File: src/rtl/alu_sched_if.sv
// alu_sched_if: bus between the scheduler and the shared combinational ALU
//   alu_en      enable, high only while an operation is issued
//   alu_opcode  3-bit operation select
//   alu_a/b     W-bit operands
//   alu_result  2*W-bit result returned by the ALU
//   master: scheduler side (drives en/opcode/a/b)   slave: ALU side (drives result)
interface alu_sched_if #(parameter int W = 4);
   logic           alu_en;
   logic [2:0]     alu_opcode;
   logic [W-1:0]   alu_a;
   logic [W-1:0]   alu_b;
   logic [2*W-1:0] alu_result;
   modport master (output alu_en, alu_opcode, alu_a, alu_b, input alu_result);
   modport slave  (input alu_en, alu_opcode, alu_a, alu_b, output alu_result);
endinterface

File: src/rtl/alu_sched.sv
// alu_sched: round-robin scheduler sharing one combinational ALU among N_REQ requesters
//   clk, rst          clock, asynchronous active-high reset
//   req/req_op/a/b    per-requester request level and operation (op at [3i+:3], a/b at [Wi+:W])
//   gnt               one-hot registered accept pulse
//   rsp_valid         one-hot result pulse to the winner
//   rsp_data          registered result, held until the next capture
//   err, busy         divide-by-zero flag, high when not idle
//   alu               alu_sched_if master port towards the ALU
// Optional macro ALU_SCHED_DIVZERO_CHK_EN: divide by zero is answered with all ones and err
// instead of being issued to the ALU.
module alu_sched #(
   parameter int N_REQ = 2,
   parameter int W     = 4
) (
   input  logic                 clk,
   input  logic                 rst,
   input  logic [N_REQ-1:0]     req,
   input  logic [3*N_REQ-1:0]   req_op,
   input  logic [W*N_REQ-1:0]   req_a,
   input  logic [W*N_REQ-1:0]   req_b,
   output logic [N_REQ-1:0]     gnt,
   output logic [N_REQ-1:0]     rsp_valid,
   output logic [2*W-1:0]       rsp_data,
   output logic                 err,
   output logic                 busy,
   alu_sched_if.master          alu
);
   localparam int IW = $clog2(N_REQ);
   typedef enum logic [1:0] {IDLE, EXEC, RESP} state_t;
   state_t           state_q, state_d;
   logic [IW-1:0]    last_q, last_d, win_q, win_d, pick, idx;
   logic [2:0]       op_q, op_d, sel_op;
   logic [W-1:0]     a_q, a_d, b_q, b_d, sel_a, sel_b;
   logic [N_REQ-1:0] gnt_q, gnt_d;
   logic [2*W-1:0]   rsp_data_q, rsp_data_d;
   logic             err_q, err_d, found, divz, exec;
   // search starts one past the last winner and wraps, so the first hit is the RR winner
   always_comb begin
      found = 1'b0;
      pick  = '0;
      idx   = '0;
      for (int k = 1; k <= N_REQ; k++) begin
         idx = IW'((int'(last_q) + k) % N_REQ);
         if (!found && req[idx]) begin
            found = 1'b1;
            pick  = idx;
         end
      end
   end
   assign sel_op = req_op[3*pick +: 3];
   assign sel_a  = req_a[W*pick +: W];
   assign sel_b  = req_b[W*pick +: W];
`ifdef ALU_SCHED_DIVZERO_CHK_EN
   assign divz = (sel_op == 3'b010) && (sel_b == '0);
`else
   assign divz = 1'b0;
`endif
   always_comb begin
      state_d    = state_q;
      last_d     = last_q;
      win_d      = win_q;
      op_d       = op_q;
      a_d        = a_q;
      b_d        = b_q;
      gnt_d      = '0;
      err_d      = 1'b0;
      rsp_data_d = rsp_data_q;
      if (state_q == EXEC) begin
         rsp_data_d = alu.alu_result;
         state_d    = RESP;
      end else if (found) begin
         // a trapped divide goes straight to RESP with an all-ones answer
         state_d    = divz ? RESP : EXEC;
         last_d     = pick;
         win_d      = pick;
         op_d       = sel_op;
         a_d        = sel_a;
         b_d        = sel_b;
         gnt_d      = N_REQ'(1) << pick;
         rsp_data_d = divz ? '1 : rsp_data_q;
         err_d      = divz;
      end else begin
         state_d = IDLE;
      end
   end
   always_ff @(posedge clk or posedge rst) begin
      if (rst) begin
         state_q    <= IDLE;
         last_q     <= IW'(N_REQ - 1);
         win_q      <= '0;
         op_q       <= '0;
         a_q        <= '0;
         b_q        <= '0;
         gnt_q      <= '0;
         rsp_data_q <= '0;
         err_q      <= 1'b0;
      end else begin
         state_q    <= state_d;
         last_q     <= last_d;
         win_q      <= win_d;
         op_q       <= op_d;
         a_q        <= a_d;
         b_q        <= b_d;
         gnt_q      <= gnt_d;
         rsp_data_q <= rsp_data_d;
         err_q      <= err_d;
      end
   end
   assign exec           = (state_q == EXEC);
   assign alu.alu_en     = exec;
   assign alu.alu_opcode = exec ? op_q : '0;
   assign alu.alu_a      = exec ? a_q : '0;
   assign alu.alu_b      = exec ? b_q : '0;
   assign gnt            = gnt_q;
   assign rsp_valid      = (state_q == RESP) ? N_REQ'(1) << win_q : '0;
   assign rsp_data       = rsp_data_q;
   assign err            = err_q;
   assign busy           = (state_q != IDLE);
endmodule

File: src/flat_wrapper.sv
// flat-port wrapper written by rule: the top's interface ports become plain ports
module alu_sched_flat 
#(
   parameter int N_REQ = 2,
   parameter int W     = 4
)
  (clk, rst, req, req_op, req_a, req_b, gnt, rsp_valid, rsp_data, err, busy, alu_alu_en, alu_alu_opcode, alu_alu_a, alu_alu_b, alu_alu_result);
  alu_sched_if #(.W(W)) alu_i ();
  input  logic clk;
  input  logic rst;
  input  logic [N_REQ-1:0] req;
  input  logic [3*N_REQ-1:0] req_op;
  input  logic [W*N_REQ-1:0] req_a;
  input  logic [W*N_REQ-1:0] req_b;
  output logic [N_REQ-1:0] gnt;
  output logic [N_REQ-1:0] rsp_valid;
  output logic [2*W-1:0] rsp_data;
  output logic err;
  output logic busy;
  output wire logic [$bits(alu_i.alu_en)-1:0] alu_alu_en;
  output wire logic [$bits(alu_i.alu_opcode)-1:0] alu_alu_opcode;
  output wire logic [$bits(alu_i.alu_a)-1:0] alu_alu_a;
  output wire logic [$bits(alu_i.alu_b)-1:0] alu_alu_b;
  input wire logic [$bits(alu_i.alu_result)-1:0] alu_alu_result;
  assign alu_alu_en = alu_i.alu_en;
  assign alu_alu_opcode = alu_i.alu_opcode;
  assign alu_alu_a = alu_i.alu_a;
  assign alu_alu_b = alu_i.alu_b;
  assign alu_i.alu_result = alu_alu_result;
  alu_sched #(.N_REQ(N_REQ), .W(W)) u_core (.clk(clk), .rst(rst), .req(req), .req_op(req_op), .req_a(req_a), .req_b(req_b), .gnt(gnt), .rsp_valid(rsp_valid), .rsp_data(rsp_data), .err(err), .busy(busy), .alu(alu_i));
endmodule
File: config.mk
export PLATFORM = sky130hd
export DESIGN_NAME = alu_sched_flat
export DESIGN_NICKNAME = d
export VERILOG_FILES = /design/src/rtl/alu_sched_if.sv /design/src/rtl/alu_sched.sv /design/src/flat_wrapper.sv
export SDC_FILE = /design/constraint.sdc
export NUM_CORES = 1
export LEC_CHECK = 0
export ABC_AREA = 0
export BUFFER_PORTS_ARGS = -buffer_cell sky130_fd_sc_hd__buf_2
export CAP_MARGIN = 30
export CORE_MARGIN = 2
export CORE_UTILIZATION = 35
export DETAILED_ROUTE_END_ITERATION = 8
export GPL_TIMING_DRIVEN = 0
export PLACE_DENSITY = 0.65
export SLEW_MARGIN = 20
export SYNTH_ARGS = -nofsm -noshare
export SYNTH_HDL_FRONTEND = slang
export SYNTH_SLANG_ARGS = --single-unit
File: constraint.sdc
create_clock -name clk -period 2.8 [get_ports clk]
set_input_delay 0.42 -clock clk [delete_from_list [all_inputs] [get_ports clk]]
set_output_delay 0.42 -clock clk [all_outputs]
set_load 0.02 [all_outputs]
==> metrics.md <==
| Metric | Value |
|---|---|
| Worst R2R Path Depth | 4 |
| WL met2 | roughly 1200 um |
| Drc violations | 0 |
| Net Sw Frac | between 40% and 50% |
| CTS resizes | 0 |
| Final #Nets | 203 |
| FMAX | around 500 MHz |
| PD cells | 1082 nW/um^2 |
| Setup crit start kind | flop |
| Layout Cells excl Fill | 212 |
| Clock sink count | 25 |
| Placed cells | 207 |
| Fill count | 324 |
| Sequential share of power | 37.9% |
| Primary FF master, synth | dfrtp_1 |
| DR top layer | met4 |
| Met1 wire length | about 1100 um |
| Final Hold Viols | 0 |
| Yosys cell types | 21 |
| Post-layout util | between 40% and 50% |
| Register area | approximately 630 sq um |
| CTS tree | built |
| Antenna Violating Nets Remaining | 0 |
| Layout overhead on the synthesized area | 35.67% |
| Unrepaired setup endpoints after global routing | no |
| Comb power frac | 52.6% |
| Num CTS Buffers | 3 |
| GPL Wtd Cong | 0.7584 |
| CP Data Required Time | around 2.4 ns |
| Sequential area share after synthesis | roughly 56% |
| Max-slew violation count | 0 |
| Initial antenna violation count | 0 |
| Initial Util | between 30% and 40% |
| Number of DRC markers in iteration 0 | 53 |
| Leading area contributor after synthesis | dfrtp_1 |
| Setup TNS | 0 ns |
| Synthesis Warnings | 0 |
| H-tree levels | 1 |
| Tightest Hold Check Type | in2async |
| Syn_area_per_cell | between 10 and 15 sq um |
| Core footprint | roughly 3100 sq um |
| Most frequent cells after synthesis | dfrtp_1, nand2_1, and2_1 |
| Hold WS | around 0.047 ns |
| Hpwl dp | around 1900 um |
| Synth Instances | approximately 110 |
| Critical Path Start | u_core.state_q[1]$_DFF_PP0_ |
| # hold bufs at CTS | 0 |
| Vias in the first global route | between 1,000 and 1,500 |
| Synth Net Count | between 100 and 150 |
| Period utilisation layout | 70.71% |
| Drt wl/cell | 12.12 um |
| Synth Register Bits | 25 |
| Final Skew | approximately 0.0024 ns |
| Mapped Area | 1122 sq um |
| R2R Path End | u_core.a_q[3]$_DFFE_PP0P_ |
| Met3 wire len | 249 um |
| Ant diodes | 0 |
| Global-route wire length before repair | between 4000 and 5000 um |
| DR vias/cell | 4.717 |
| Critical Path Fanout Max | 10 |
| NetSw | 0.7010 mW |
| Internal Power | approximately 0.95 mW |
| Critical R2R Launch | u_core.last_q$_DFFE_PP1P_ |
| Io pins | 60 |
| Largest net degree at the start of global routing | 26 |
| Leak | 0.8815 nW |
| Multi-input gate area | 434.2 sq um |
| Pre-antenna DRT Iters | 5 |
| Clock buffer depth | 2 |
| Tot GR Track Use | 16.01% |
| Die area | approximately 3700 sq um |
| Setup crit end | alu_alu_a[0] |
| Total power | 1.648 mW |
| Peak supply drop | approximately 0.4 mV |
| Status | complete, no violations |
| Die Wd | between 60 and 70 um |
| Ratio of cells with drive above 1 in the final layout | 45.24% |
| Reg clk slew, reported paths | roughly 0.13 ns |
| Crit path DAT | 1.56 ns |
| Worst reg2reg setup slack | roughly 1.4 ns |
| Row cnt | 20 |
| Yosys top cell area share | a little over half |
| Port bufs | slightly below 60 |
| CP endpoint kind | output port |
| Minimum clock period | approximately 2.0 ns |
| Wirelength, routed | 2570 um |
| Final setup vio count | 0 |
| Setup bufs post-CTS | 0 |
| Ys async rst share | between 90% and 100% |
| Root Buffer | clkbuf_4 |
| Clock Latency Late Sink | between 0.3 and 0.4 ns |
| Top post-synthesis cells by area | dfrtp_1, a221o_1, nand2_1 |
| Vias | ~1,000 |
| Clock power share | 9.6% |
| Congestion Overflow GR | 0 |
| Number of synthesized flops with an enable pin | 0 |
| Die H | around 61 um |
| Worst Path Class, Setup | reg2out |
| Max cap viols | 0 |
[metrics by stage]
stage          cell area (sq um)  setup slack, ns
6_report                    1523           0.8202
5_1_grt                     1523           0.6820
4_1_cts                     1495           0.7863
3_5_place_dp                1468            1.166
3_3_place_gp                1468            1.166
2_1_floorplan               1122            1.312
[cell type report]
| cell class | count | area share, % |
|---|---|---|
| plain buffers | 8 | 3.287 |
| flip-flops and latches | 25 | 41.17 |
| well taps | 44 | 3.615 |
| multi-input cells | 69 | 28.51 |
| repair buffers | 59 | 20.87 |
| inverters | 3 | 0.7395 |
| clock buffers | 3 | 1.479 |
| clock inverters | 1 | 0.3287 |
[sequential cells by signal (all words and copies together) (netlist names)]
name             flops
u_core.rsp_data      8
u_core.a_q           4
u_core.b_q           4
u_core.op_q          3
u_core.gnt           2
u_core.state_q       2
u_core.last_q        1
u_core.win_q         1
[placed cells by master, fill, tap and decap left out, types with 2 or more instances in the layout]
master,count
a21o_1,2
dfrtp_1,24
and3_1,11
buf_2,62
clkbuf_4,3
a221o_1,11
and2_1,12
buf_4,2
nand2_1,24
inv_1,3
[worst min path at each step]
stage / start / end / slack (ns) / depth (start not counted)
after floorplan: rst / u_core.a_q[0]$_DFFE_PP0P_ / 0.45 / 1
after global placement: u_core.rsp_data[5]$_DFFE_PP0P_ / u_core.rsp_data[5]$_DFFE_PP0P_ / 0.46 / 2
after detailed placement: u_core.rsp_data[2]$_DFFE_PP0P_ / u_core.rsp_data[2]$_DFFE_PP0P_ / 0.46 / 2
after CTS: alu_alu_result[2] / u_core.rsp_data[2]$_DFFE_PP0P_ / 0.27 / 3
after global routing: rst / u_core.rsp_data[6]$_DFFE_PP0P_ / 0.04 / 2
final: rst / u_core.rsp_data[6]$_DFFE_PP0P_ / 0.05 / 2
[power groups by stage]
stage	Sequential, mW	Combinational [mW]	Clock, mW
floorplan	0.695	0.525	0
global placement	0.626	0.858	0
detailed placement	0.629	0.871	0
CTS	0.624	0.874	0.167
global route	0.649	0.959	0.186
finish	0.624	0.866	0.158
[layer usage]
| metal | vias to the layer above | GRT usage, % |
|---|---|---|
| met3 | 2 | 2.559 |
| met2 | 55 | 27.34 |
| li1 | 482 | - |
| met4 | 0 | 6.522 |
| met1 | 461 | 20.25 |
| met5 | - | 0 |
[worst max-delay path: stages (launching register included)]
cell and delay [ns]:
dfrtp_1 0.41, nand2b_4 0.16, inv_1 0.07, clkbuf_1 0.27, and2_1 0.18, buf_2 0.16
[cells by family (layout without fill, tap and decap cells)]
| logic type | after synthesis | in the layout | synth area share, % |
|---|---|---|---|
| and+or+nand+nor | 53 | 53 | 25.75 |
| AOI/OAI and AO/OA | 15 | 15 | 12.60 |
| other | 1 | 1 | 0.3341 |
| buffers and inverters | 11 | 74 | 5.462 |
| DFF | 25 | 25 | 55.85 |
No activity file was read; power rests on OpenSTA's default activity.
